`config.mk`:
```
export PLATFORM = sky130hd
export DESIGN_NAME = apb3_reg_slave
export DESIGN_NICKNAME = d
export VERILOG_FILES = /design/src/rtl/apb3_pkg.sv /design/src/rtl/apb3_wait_timer.sv /design/src/rtl/apb3_reg_slave.sv
export SDC_FILE = /design/constraint.sdc
export NUM_CORES = 1
export LEC_CHECK = 0
export BUFFER_PORTS_ARGS = -buffer_cell sky130_fd_sc_hd__buf_2
export CAP_MARGIN = 10
export CORE_UTILIZATION = 55
export DETAILED_ROUTE_END_ITERATION = 6
export MAX_ROUTING_LAYER = met4
export PLACE_DENSITY_LB_ADDON = 0.25
export SYNTH_ARGS = -nofsm -noshare
export SYNTH_HDL_FRONTEND = slang
export SYNTH_HIERARCHICAL = 1
export SYNTH_SLANG_ARGS = --single-unit
```
`constraint.sdc`:
```
create_clock -name pclk -period 5.1 [get_ports pclk]
set_input_delay 0.765 -clock pclk [delete_from_list [all_inputs] [get_ports pclk]]
set_output_delay 0.765 -clock pclk [all_outputs]
set_load 0.01 [all_outputs]
```
`src/rtl/apb3_pkg.sv`:
```
// Shared types and constants for the APB3 register slave.
package apb3_pkg;

   typedef enum logic {IDLE, ACCESS} state_t;

   localparam int unsigned CNT_W           = 4;
   localparam int unsigned DEF_ADDR_W      = 8;
   localparam int unsigned DEF_DATA_W      = 32;
   localparam int unsigned DEF_NUM_REGS    = 8;
   localparam int unsigned DEF_WAIT_CYCLES = 0;

endpackage

```
`src/rtl/apb3_wait_timer.sv`:
```
// Wait-state down-counter: loads on setup phase, decrements to zero, flags zero.
module apb3_wait_timer
   import apb3_pkg::*;
(
   input  logic             clk,
   input  logic             rst_n,
   input  logic             load,
   input  logic [CNT_W-1:0] load_val,
   input  logic             dec,
   output logic             zero
);

   logic [CNT_W-1:0] cnt;

   always_ff @(posedge clk) begin
      if (!rst_n) begin
         cnt <= '0;
      end else if (load) begin
         cnt <= load_val;
      end else if (dec && (cnt != '0)) begin
         cnt <= cnt - CNT_W'(1);
      end
   end

   assign zero = (cnt == '0);

endmodule

```
`src/rtl/apb3_reg_slave.sv`:
```
// APB3 register-file slave with configurable wait states and read-only mask.
// Define APB3_SLV_PSLVERR_EN to report out-of-range and read-only-write errors on pslverr.
module apb3_reg_slave
   import apb3_pkg::*;
#(
   parameter int unsigned          ADDR_W      = DEF_ADDR_W,
   parameter int unsigned          DATA_W      = DEF_DATA_W,
   parameter int unsigned          NUM_REGS    = DEF_NUM_REGS,
   parameter int unsigned          WAIT_CYCLES = DEF_WAIT_CYCLES,
   parameter logic [NUM_REGS-1:0]  RO_MASK     = '0,
   parameter logic [DATA_W-1:0]    RESET_VAL   = '0
) (
   input  logic              pclk,
   input  logic              presetn,
   input  logic              psel,
   input  logic              penable,
   input  logic              pwrite,
   input  logic [ADDR_W-1:0] paddr,
   input  logic [DATA_W-1:0] pwdata,
   output logic              pready,
   output logic [DATA_W-1:0] prdata,
   output logic              pslverr
);

   localparam int unsigned IDX_W = ADDR_W - 2;
   localparam int unsigned SEL_W = (NUM_REGS > 1) ? $clog2(NUM_REGS) : 1;

   state_t              state, state_nxt;
   logic                cnt_load, cnt_dec, cnt_zero;
   logic                complete, in_range, wr_commit;
   logic [IDX_W-1:0]    idx;
   logic [31:0]         idx_ext;
   logic [SEL_W-1:0]    sel;
   logic [DATA_W-1:0]   rd_val;
   logic [NUM_REGS-1:0] wr_hit;
   logic [DATA_W-1:0]   regs [NUM_REGS];
   logic                unused_addr_lsb;

   assign idx             = paddr[ADDR_W-1:2];
   assign idx_ext         = 32'(idx);
   assign sel             = idx[SEL_W-1:0];
   assign in_range        = (idx_ext < NUM_REGS);
   assign unused_addr_lsb = ^paddr[1:0];

   apb3_wait_timer u_timer (
      .clk      (pclk),
      .rst_n    (presetn),
      .load     (cnt_load),
      .load_val (CNT_W'(WAIT_CYCLES)),
      .dec      (cnt_dec),
      .zero     (cnt_zero)
   );

   always_ff @(posedge pclk) begin
      if (!presetn) state <= IDLE;
      else          state <= state_nxt;
   end

   always_comb begin
      state_nxt = state;
      cnt_load  = 1'b0;
      cnt_dec   = 1'b0;
      case (state)
         IDLE: begin
            if (psel && !penable) begin
               state_nxt = ACCESS;
               cnt_load  = 1'b1;
            end
         end
         ACCESS: begin
            // Deselect before completion aborts; a repeated setup phase restarts the wait.
            if (!psel) begin
               state_nxt = IDLE;
            end else if (!penable) begin
               cnt_load = 1'b1;
            end else if (cnt_zero) begin
               state_nxt = IDLE;
            end else begin
               cnt_dec = 1'b1;
            end
         end
         default: state_nxt = IDLE;
      endcase
   end

   assign complete  = (state == ACCESS) && psel && penable && cnt_zero;
   assign pready    = complete;
   assign wr_commit = complete && pwrite && in_range;

   always_comb begin
      wr_hit = '0;
      for (int unsigned i = 0; i < NUM_REGS; i++) begin
         wr_hit[i] = wr_commit && (idx_ext == i) && !RO_MASK[i];
      end
   end

   always_ff @(posedge pclk) begin
      for (int unsigned i = 0; i < NUM_REGS; i++) begin
         if (!presetn)       regs[i] <= RESET_VAL;
         else if (wr_hit[i]) regs[i] <= pwdata;
      end
   end

   assign rd_val = in_range ? regs[sel] : '0;
   assign prdata = (complete && !pwrite) ? rd_val : '0;

`ifdef APB3_SLV_PSLVERR_EN
   assign pslverr = complete && (!in_range || (pwrite && RO_MASK[sel]));
`else
   assign pslverr = 1'b0;
`endif

endmodule
```
======== After elaboration in Yosys (flattened, before gate mapping) ========
Memories as Yosys holds them, arrays and structs flattened.
Index checks and enable logic that the tools add are counted.
cells by class
  $add $sub $neg .......................... 1
  order comparisons ....................... 1
  equal/unequal tests ..................... 7
  multiplexer cells ....................... 46
  bitwise operators ....................... 10
  reductions and logical operators ........ 22
operator list
  operator               count
  $mux W32               10
  $mux W1                34
  $logic_not A32 Y1      1
  $eq A6 B3 Y1 const B   4
  $logic_and A1 B1 Y1    16
  $eq A6 B2 Y1 const B   2
  $or A1 B1 Y1           8
  $eq A6 B1 Y1 const B   1
  $lt A6 B4 Y1 const B   1
  $logic_not A4 Y1       1
  $pmux W1 S2            2
  $reduce_bool A4 Y1     1
  $sub A4 B1 Y4 const B  1
  $logic_not A1 Y1       2
  $not A1 Y1             2
  $reduce_or A2 Y1       1
storage, ports and cells
  register bits after elaboration ......... 5
  RAM bits ................................ 256
  input bits .............................. 45
  output and inout bits ................... 34
  word-level logic and storage cells ...... 90
  memories kept ........................... 1
memory list
  name  words  width  read ports  clocked after memory_dff  wr ports  line                  text
  regs  8      32     1           0                         8         apb3_reg_slave.sv:36  logic [DATA_W-1:0] regs [NUM_REGS];

======== Depth between registers and ports, before layout ========
Gate-level depths: netlist of the first run.
  word-level depth ........................ 10
  depth in mapped cells ................... 10
  gate-level depth less buffers ........... 9

======== By module ========
Netlist of the first run, hierarchy kept.
modules (own cells, without submodules)
  module           times used  cells an instance  area each (sq um)
  apb3_reg_slave   1           833                12229.2
  apb3_wait_timer  1           31                 256.5

======== Least setup slack after synthesis of the first run ========
No wires, ideal clock.
  kind .................................... flip-flop to flip-flop
  start ................................... register u_timer.cnt[0]
  end ..................................... memory regs[0][0] in the netlist's numbering, enable pin
  setup time .............................. 511 ps
  arrival ................................. 4991 ps
  required time ........................... 4589 ps
  setup slack ............................. -401 ps
  cell stages (with the launch flop) ...... 10
  buffers on the path ..................... 1
  clock period less this slack ............ 5501 ps
  path through ............................ dfxtp_1 > inv_1 > ha_1 > or3b_4 > clkinv_2 > nand4_4 > inv_1 > nand3_1 > clkbuf_1 > o41ai_1
RTL lines
  item                      line                   text
  start: declaration        apb3_wait_timer.sv:13  logic [CNT_W-1:0] cnt;
  start signal: assignment  apb3_wait_timer.sv:19  cnt <= load_val;
  start signal: assignment  apb3_wait_timer.sv:21  cnt <= cnt - CNT_W'(1);
  end: declaration          apb3_reg_slave.sv:36

======== Worst setup path in the final report of the first run ========
  start ................................... register u_timer.cnt[0]
  end ..................................... output port prdata[13]
on the way
  cells in the longest elaborated chain, start to end .. 4
ends and longest elaborated chain
  item                 line                   text
  $logic_not A4 Y1     apb3_wait_timer.sv:25  assign zero = (cnt == '0);
  named net cnt_zero   apb3_reg_slave.sv:29   logic cnt_load, cnt_dec, cnt_zero;
  $logic_and A1 B1 Y1  apb3_reg_slave.sv:86   assign complete = (state == ACCESS) && psel && penable && cnt_zero;
  $logic_and A1 B1 Y1  apb3_reg_slave.sv:105  assign prdata = (complete && !pwrite) ? rd_val : '0;
  $mux W32             apb3_reg_slave.sv:105
  end: declaration     apb3_reg_slave.sv:21   output logic [DATA_W-1:0] prdata,
The timed path passes the listed nets, and every way through them passes these cells.

==> out/results.ini, run 1 <==
[drt]
drt-total-wl_um=28400
wl_per_cell_um=23.5
initialDrtViolationCount=713
dr.pass1.iters=7
num_vias=7735
drc=6
detail-route-antenna-nets=0
viasPerCell=6.40

[timing]
fin_crit_sh=0.837
max_slew.worst_pin.slew_ps=1050
finalSetupViolations=0
setup_tns_ps=0
clock_skew_ps=9.01
maxSlewHeadroom=0.301
finalHoldViolations=0
slew_viol_final=0
setup_ws_ps=830
max_freq_mhz=234
fin_crit_ps=4270
rsz0062_at_grt=no

[setup_path]
crit_fanout=17
rr_startpoint=u_timer/cnt[0]
arrival_ps=3500
cp-start-kind=flop
r2r_slack_ps=1840
required_ps=4340
reg2reg_depth=10
cp-end-kind=output port
r2r-end=regs[4][31]
crit_type=flop to output port

[yosys]
ys_ff_latch=261
synth_xor_area_frac=0
synthTopCellsByArea=edfxtp_1 62%, mux4_2 12%, and3_1 6.5%
synthAdderAreaFrac=0.00100
ys_seq_area_frac=0.624
synthMuxAreaShare=0.142
async_reset_ff_frac=0
netlist_area_um2=12500
ys_warn_count=6
synth-edff-count=256
synth_top_family_by_area=simple AND/OR/NAND/NOR gates
synth_ff_type=edfxtp_1
yosys.area_share.simple=0.189
synth_top_area_share=0.616
netlist.top_cell.by_area=edfxtp_1
synthCells=864
synth_compound_area_frac=0.00952
yosysUniqueCellTypes=44
avgSynthCellArea_um2=14.5

[die]
std_cell_rows=54
dieHeight_um=153
start_util=0.567
core_um2=22000
io_pins=79
dieArea_um2=23300
die_w_um=153

[clock_tree]
cts_tree=built
cts.clk_slew.worst_paths_ps=60
postCtsHoldBufs=0
clock_sinks=261
clockBufferDepth=3
cts_setup_buffers=0
clkLatencyLatePin_ps=540
cts-root-buf=clkbuf_16
cts-resized-gates=0
cts.htree.levels=1
cts_buffers=27

[global_routing]
antenna_found_initial=0
overflow=0
grt_pass1_wl_um=44900
grt.total_usage=0.261
grt_max_degree=92
grt_pass1_vias=7877

[finish]
final_common_cell=edfxtp_1
fin_nets=955
num_antenna_cells=0
area_growth_pct=12.4
layout-drive-gt1-share=0.264
final_cell_mix=256 x edfxtp_1, 128 x and3_1, 102 x nor3_1

[place]
portBuffers=75
hpwl_um=15600
gp_congestion=0.728
pre_cts_slack_ps=1340

[hold_path]
min_to=state
holdPathStages=2
hp-start=penable
hp-class=primary input to flop

[pwr]
power_density_nw_per_um2=334
peakVddDrop_v=0.000217
p_leak_nw=5.39

[status]
status=complete, but fails checks
violations=DRC

[flow_run]
drv_cap=0

registers in the layout, summed over array words and instances (netlist names):
name         flops
u_timer/cnt      4
state            1
regs           256
worst max-delay path, cell delays in order, from the launching register on:
cell and delay [ps]:
dfxtp_1 330, inv_1 80, ha_1 200, or3b_4 410, clkinv_2 100, nand4_4 190
or4_1 910, buf_4 380, nor2_1 190, buf_2 170
routing by layer:
layer	share of wire	wire (µm)	GRT usage
met5	0	0	-
met4	0.024	679	0.0909
met3	0.065	1850	0.0321
met2	0.50	14200	0.424
met1	0.41	11700	0.342
where the power goes:
| group | internal [mW] | leakage (nW) | switching (mW) |
|---|---|---|---|
| sequential | 2.41 | 2.71 | 0.0187 |
| clock | 1.12 | 0.418 | 0.792 |
| combinational | 0.129 | 2.26 | 0.210 |
logic make-up (layout without fill, tap and decap cells):
family          count (synthesis)  after routing
compound gates                 15             15
fa+ha+maj                       1              1
buf+inv                        98            159
flops                         261            261
mux                            97             97
other cells                     1              5
simple gates                  391            391
cells in the mapped netlist, types with 11 or more instances:
master    number
edfxtp_1     256
and3_1       129
nor3_1       102
mux4_2        64
clkbuf_1      59
nor2_1        39
mux2i_1       33
nand3b_1      33
or3b_2        17
nand2b_1      16
and2_1        13
nor4_1        13
buf_2         11
worst max-delay path by stage:
stage	start	slack, ps	end
5_1_grt	u_timer/cnt[0]	670	prdata[16]
4_1_cts	u_timer/cnt[0]	770	prdata[16]
3_5_place_dp	u_timer/cnt[0]	1340	prdata[16]
6_report	u_timer/cnt[0]	830	prdata[13]
2_1_floorplan	u_timer/cnt[0]	370	regs[4][0]
3_3_place_gp	u_timer/cnt[0]	1360	prdata[16]
per-stage QoR:
stage	utilization	cells	hold slack [ps]	power [mW]	instance area, µm²
6_report	0.637	1209	463	4.68	14000
5_1_grt	0.637	1209	492	4.80	14000
4_1_cts	0.637	1209	457	4.69	14000
3_3_place_gp	0.598	1160	518	2.81	13200
2_1_floorplan	-	868	488	2.70	12500
3_5_place_dp	0.598	1160	528	2.82	13200
cell type report:
type / instances / area [µm²]
Sequential cell: 261 / 7790
Clock inverter: 17 / 158
Inverter: 7 / 27.5
Multi-Input combinational cell: 509 / 4420
Clock buffer: 32 / 694
Fill cell: 1605 / 8000
Timing Repair Buffer: 103 / 594
Tap cell: 280 / 350
Power figures use the tool's default switching activity.
==> inputs of run 2 (changes only) <==
--- a/config.mk
+++ b/config.mk
@@ -5,6 +5,7 @@
 export SDC_FILE = /design/constraint.sdc
 export NUM_CORES = 1
 export LEC_CHECK = 0
+export ABC_AREA = 1
 export BUFFER_PORTS_ARGS = -buffer_cell sky130_fd_sc_hd__buf_2
 export CAP_MARGIN = 10
 export CORE_UTILIZATION = 55
==> constraint.sdc (replaced) <==
create_clock -name pclk -period 4.47 [get_ports pclk]
set_input_delay 0.6705 -clock pclk [delete_from_list [all_inputs] [get_ports pclk]]
set_output_delay 0.6705 -clock pclk [all_outputs]
set_load 0.01 [all_outputs]
==> out/results.ini, run 2 <==
[status]
status=complete, no violations

[yosys]
ys_seq_area_frac=0.653  ; +0.0295
yosysMostFrequentCell=nand2_1
netlist.top_cell.by_area=edfxtp_1
synth_commonest_cells=470 x nand2_1, 336 x nor2_1, 256 x edfxtp_1
synth_ff_type=edfxtp_1
synthCells=1289  ; +49%
ys_ff_latch=261  ; unchanged
netlist_area_um2=11900  ; -4.5%
async_reset_ff_frac=0  ; unchanged
avgSynthCellArea_um2=9.25  ; -36%
synth-edff-count=256  ; unchanged
synthTopCellsByArea=edfxtp_1 64%, nand2_1 15%, nor2_1 11%
yosysUniqueCellTypes=28  ; -36%
ys_warn_count=6  ; unchanged
synth_top_area_share=0.645  ; +0.0291

[timing]
fin_crit_sh=0.760
rsz0062_at_grt=no
finalSetupViolations=0  ; unchanged
max_freq_mhz=294
finalHoldViolations=0  ; unchanged
fin_crit_ps=3400
maxSlewHeadroom=0.342  ; +0.0410
clock_skew_ps=8.63  ; -0.379 ps
slew_viol_final=0  ; unchanged
max_slew.worst_pin.slew_ps=984  ; -65.3 ps
setup_tns_ps=0  ; unchanged

[finish]
final_cell_mix=470 x nand2_1, 335 x nor2_1, 256 x edfxtp_1
final_cells=1653  ; +37%
final_common_cell=nand2_1
area_growth_pct=13.0
multi_input_area_um2=3720  ; -16%
fill_cells=1717  ; +7.0%
reg.largest.list=regs x256, u_timer/cnt x4, state x1
num_antenna_cells=0  ; unchanged
top_register=regs
largest_reg_flops=256  ; unchanged
layout-drive-gt1-share=0.123  ; -0.140
register_area_um2=7790  ; unchanged
fin_nets=1404  ; +47%

[setup_path]
path_delay_family=buffers and inverters
crit_slowest_cell=nor2_4
rr_startpoint=u_timer/cnt[0]
required_ps=3800  ; -540 ps
arrival_ps=2730  ; -770 ps
critPathBufInv=4  ; unchanged
cp_cell_sequence=buf_2, inv_2, nor2_4, buf_4, nand2_1, nand3_1, nor2_1, nor2_1, buf_2
cp-end-kind=output port
crit_fanout=19  ; +2
cp-start-kind=primary input
max_stage_delay_ps=530  ; -380 ps
crit_type=primary input to output port
startpoint=paddr[3]

[global_routing]
grt-busiest-layer=met2
antenna_found_initial=0  ; unchanged
grt.total_usage=0.287  ; +0.0268
grt_util_met3=0.0401  ; +0.00792
grtUsageMet2=0.461  ; +0.0369
overflow=0  ; unchanged
grt_use_met1=0.380  ; +0.0386
grt_pass1_wl_um=46200  ; +2.8%
grt_max_degree=63  ; -32%
grt_pass1_vias=8510  ; +8.0%

[die]
core_um2=21200  ; -4.0%
io_pins=79  ; unchanged
die_w_um=149  ; -2.2%
start_util=0.564  ; -0.00325
std_cell_rows=53  ; -1.9%
dieHeight_um=149  ; -2.2%
dieArea_um2=22300  ; -4.4%

[drt]
viasPerCell=5.39  ; -16%
drc=0  ; -6
detail-route-antenna-nets=0  ; unchanged
num_vias=8905  ; +15%
initialDrtViolationCount=984  ; +38%
drt-total-wl_um=30100  ; +5.7%
wl_per_cell_um=18.2  ; -23%
dr.pass1.iters=6  ; -1

[clock_tree]
cts_setup_buffers=0  ; unchanged
cts_buffers=27  ; unchanged
cts-root-buf=clkbuf_16
cts_tree=built
clockBufferDepth=3  ; unchanged
postCtsHoldBufs=0  ; unchanged
clock_sinks=261  ; unchanged
cts-resized-gates=0  ; unchanged
clkLatencyLatePin_ps=530  ; about the same
cts.clk_slew.worst_paths_ps=60  ; about the same
cts.htree.levels=1  ; unchanged

[place]
portBuffers=75  ; unchanged
dp_cells=1604  ; +38%
gp_congestion=0.787  ; +8.1%
hpwl_um=16500  ; +6.2%

[pwr]
peakVddDrop_v=0.000265  ; +22%
p_leak_nw=5.79  ; +7.5%
power_density_nw_per_um2=393  ; +18%

[hold_path]
hp-start=psel
hp-class=primary input to flop

[flow_run]
drv_cap=0  ; unchanged

==> run 2: changes by cell type in the layout (fill, tap and decap cells not counted), sizes merged, moves of 32 or more <==
cell,change
nor2,+304
nor3,-104
inv,+41
mux4,-64
mux2i,-33
nand3,+67
and3,-129
nand2,+466
nand3b,-32
==> run 2: worst min-delay path, cell delays in order <==
cell,delay (ps)
buf_2,100
nand2_1,70
a21boi_0,80
==> run 2: power by group <==
part	leakage (nW)	internal, mW	total [mW]	switching (mW)
combinational	2.76	0.0940	0.361	0.267
sequential	2.63	2.77	2.80	0.0250
clock	0.396	1.22	2.14	0.914
==> run 2: area by class of cell <==
type | instances | area share
flip-flops and latches | 261 | 0.578
multi-input cells | 913 | 0.276
clock buffers | 34 | 0.0521
repair buffers | 106 | 0.0451
well taps | 275 | 0.0255
inverters | 49 | 0.0137
clock inverters | 15 | 0.00901
==> run 2: cells by family after synthesis <==
family	Yosys count	share of synthesized area
and+or+nand+nor	890	0.294
DFF	261	0.653
buffers and inverters	119	0.0437
AOI/OAI and AO/OA	16	0.00735
adders and majority gates	1	0.00105
other	1	0.000315
xor gates and xnor gates	1	0.000735
==> run 2: final timing paths <==
path              cells after the start        endpoint  slack [ps]
hold / removal                        3           state         440
hold reg to reg                       2  u_timer/cnt[3]         490
setup / recovery                      9       prdata[0]        1070
setup reg to reg                      9     regs[0][10]        1340
==> run 2: stage by stage <==
step / instance area (µm²) / total power [mW] / setup WS, ps / util / hold WS [ps]
finish: 13500 / 5.29 / 1070 / 0.637 / 440
global placement: 12600 / 3.19 / 1140 / 0.598 / 483
global route: 13500 / 5.44 / 960 / 0.637 / 463
detailed placement: 12600 / 3.20 / 1080 / 0.598 / 492
floorplan: 11900 / 3.08 / 444 / - / 466
CTS: 13500 / 5.30 / 1140 / 0.637 / 431
==> run 2: routing by layer <==
metal	share of wire	vias to the layer above
met5	0	-
met4	0.022	0
met3	0.095	55
met2	0.48	444
met1	0.40	4138
li1	-	4268
==> inputs of run 3 (changes only) <==
==> constraint.sdc (replaced) <==
create_clock -name pclk -period 3.4 [get_ports pclk]
set_input_delay 0.51 -clock pclk [delete_from_list [all_inputs] [get_ports pclk]]
set_output_delay 0.51 -clock pclk [all_outputs]
set_load 0.01 [all_outputs]
==> out/results.ini, run 3 (synthesized netlist as in run 2, its figures left out) <==
[place]
portBuffers=75  ; unchanged
gp_congestion=0.779  ; -1.0%
hpwl_um=16700  ; +0.94%
pre_cts_slack_ps=658  ; -423 ps
placed_area_um2=12700  ; +0.81%

[setup_path]
critPathBufInv=4  ; unchanged
crit_top_cell=nand2_1
crit_type=flop to output port
arrival_ps=2640  ; -90 ps
r2r_slack_ps=620  ; -720 ps
crit_slowest_cell=dfxtp_1
required_ps=2890  ; -910 ps
cp-end-kind=output port
cp_cell_sequence=inv_1, ha_1, nand3_2, inv_1, nand2_1, nor2_4, nand2_1, nor2_4, buf_4, nand2_1, nor2_1, buf_2
path_delay_family=simple AND/OR/NAND/NOR gates
max_stage_delay_ps=320  ; -210 ps
crit_fanout=14  ; -5
cp-start-kind=flop

[drt]
num_vias=8854  ; -0.57%
detail-route-antenna-nets=0  ; unchanged
viasPerCell=5.36  ; -0.57%
wl_per_cell_um=17.6  ; -3.0%
drt-total-wl_um=29200  ; -3.0%
drc=0  ; unchanged
initialDrtViolationCount=816  ; -17%
dr.pass1.iters=5  ; -1

[finish]
num_antenna_cells=0  ; unchanged
fin_nets=1406  ; +0.14%
top_register=regs
final_common_cell=nand2_1
fill_cells=1690  ; -1.6%
layout-drive-gt1-share=0.127  ; +0.00363
area_growth_pct=14.1
largest_reg_flops=256  ; unchanged
final_cell_mix=470 x nand2_1, 335 x nor2_1, 256 x edfxtp_1
reg.largest.list=regs x256, u_timer/cnt x4, state x1
stdcell_area_um2=13600  ; +0.98%

[die]
core_um2=21200  ; unchanged
dieArea_um2=22300  ; unchanged
std_cell_rows=53  ; unchanged
die_w_um=149  ; unchanged
start_util=0.564  ; unchanged
dieHeight_um=149  ; unchanged
io_pins=79  ; unchanged

[timing]
finalHoldViolations=0  ; unchanged
max_slew.worst_pin.slew_ps=741  ; -242 ps
setup_tns_ps=0  ; unchanged
rsz0062_at_grt=no
fin_crit_sh=0.926
slew_viol_final=0  ; unchanged
maxSlewHeadroom=0.506  ; +0.164
clock_skew_ps=9.10  ; +0.468 ps
max_freq_mhz=318
finalSetupViolations=0  ; unchanged
fin_crit_ps=3150
setup_ws_ps=252  ; -820 ps

[hold_path]
hp-class=primary input to flop

[clock_tree]
postCtsHoldBufs=0  ; unchanged
clockBufferDepth=3  ; unchanged
clock_sinks=261  ; unchanged
cts.clk_slew.worst_paths_ps=60  ; about the same
clkLatencyLatePin_ps=530  ; about the same
cts-root-buf=clkbuf_16
cts_tree=built
cts.htree.levels=1  ; unchanged
cts_buffers=27  ; unchanged

[global_routing]
grt_pass1_vias=8417  ; -1.1%
overflow=0  ; unchanged
grt_pass1_wl_um=45200  ; -2.1%
grt_max_degree=63  ; unchanged
grt.total_usage=0.278  ; -0.00900
antenna_found_initial=0  ; unchanged

[flow_run]
drv_cap=0  ; unchanged

[status]
status=complete, no violations

[pwr]
peakVddDrop_v=0.000471  ; +78%
power_density_nw_per_um2=514  ; +31%
p_leak_nw=5.84  ; +0.99%

[run 3: worst reg2reg max path, delay by kind of cell, from the launching register on]
kind,cells,cell delay (ps)
adders and majority gates,1,210
buffers and inverters,3,550
DFF,1,320
and+or+nand+nor,7,1540
[run 3: final cells by class]
| class | count | area [µm²] | area share |
|---|---|---|---|
| sequential | 261 | 7790 | 0.573 |
| multi-input combinational | 913 | 3730 | 0.274 |
| clock buffer | 35 | 736 | 0.0541 |
| timing repair buffer | 108 | 711 | 0.0522 |
| tap | 275 | 344 | 0.0253 |
| inverter | 49 | 185 | 0.0136 |
| clock inverter | 12 | 111 | 0.00819 |
[run 3: routing by layer]
layer  part of all wire  global-route usage  vias to the layer above
met5                  0                   -                        -
met4              0.023              0.0811                        0
met3              0.083              0.0300                       55
met2               0.48               0.447                      386
met1               0.41               0.377                     4144
li1                   -                   -                     4269
[run 3: path summary, 6_finish.rpt]
| kind | cells after the start | endpoint | from |
|---|---|---|---|
| worst max-delay path | 12 | prdata[30] | u_timer/cnt[0] |
| worst min-delay path | 3 | state | psel |
| worst max register to register | 11 | regs[4][25] | u_timer/cnt[0] |
| worst min register to register | 2 | u_timer/cnt[3] | u_timer/cnt[3] |
[run 3: timing repair]
item                                    4_1_cts  5_1_grt
gates resized for setup                       0        1
endpoints found under the setup margin        0        4
buffers inserted                              0        0
[run 3: per-stage QoR]
stage                     hold WS, ps  utilization  power, mW  cells
after floorplan                   466            -       4.05   1293
after CTS                         291        0.643       7.01   1653
after detailed placement          486        0.603       4.22   1606
after global routing              304        0.643       7.18   1653
final                             294        0.643       7.00   1653
after global placement            485        0.603       4.21   1606
[run 3: report_power, final]
group	leakage [nW]	total, mW	switching [mW]	internal, mW
Sequential	2.63	3.67	0.0328	3.64
Combinational	2.80	0.484	0.349	0.135
Clock	0.415	2.84	1.17	1.67
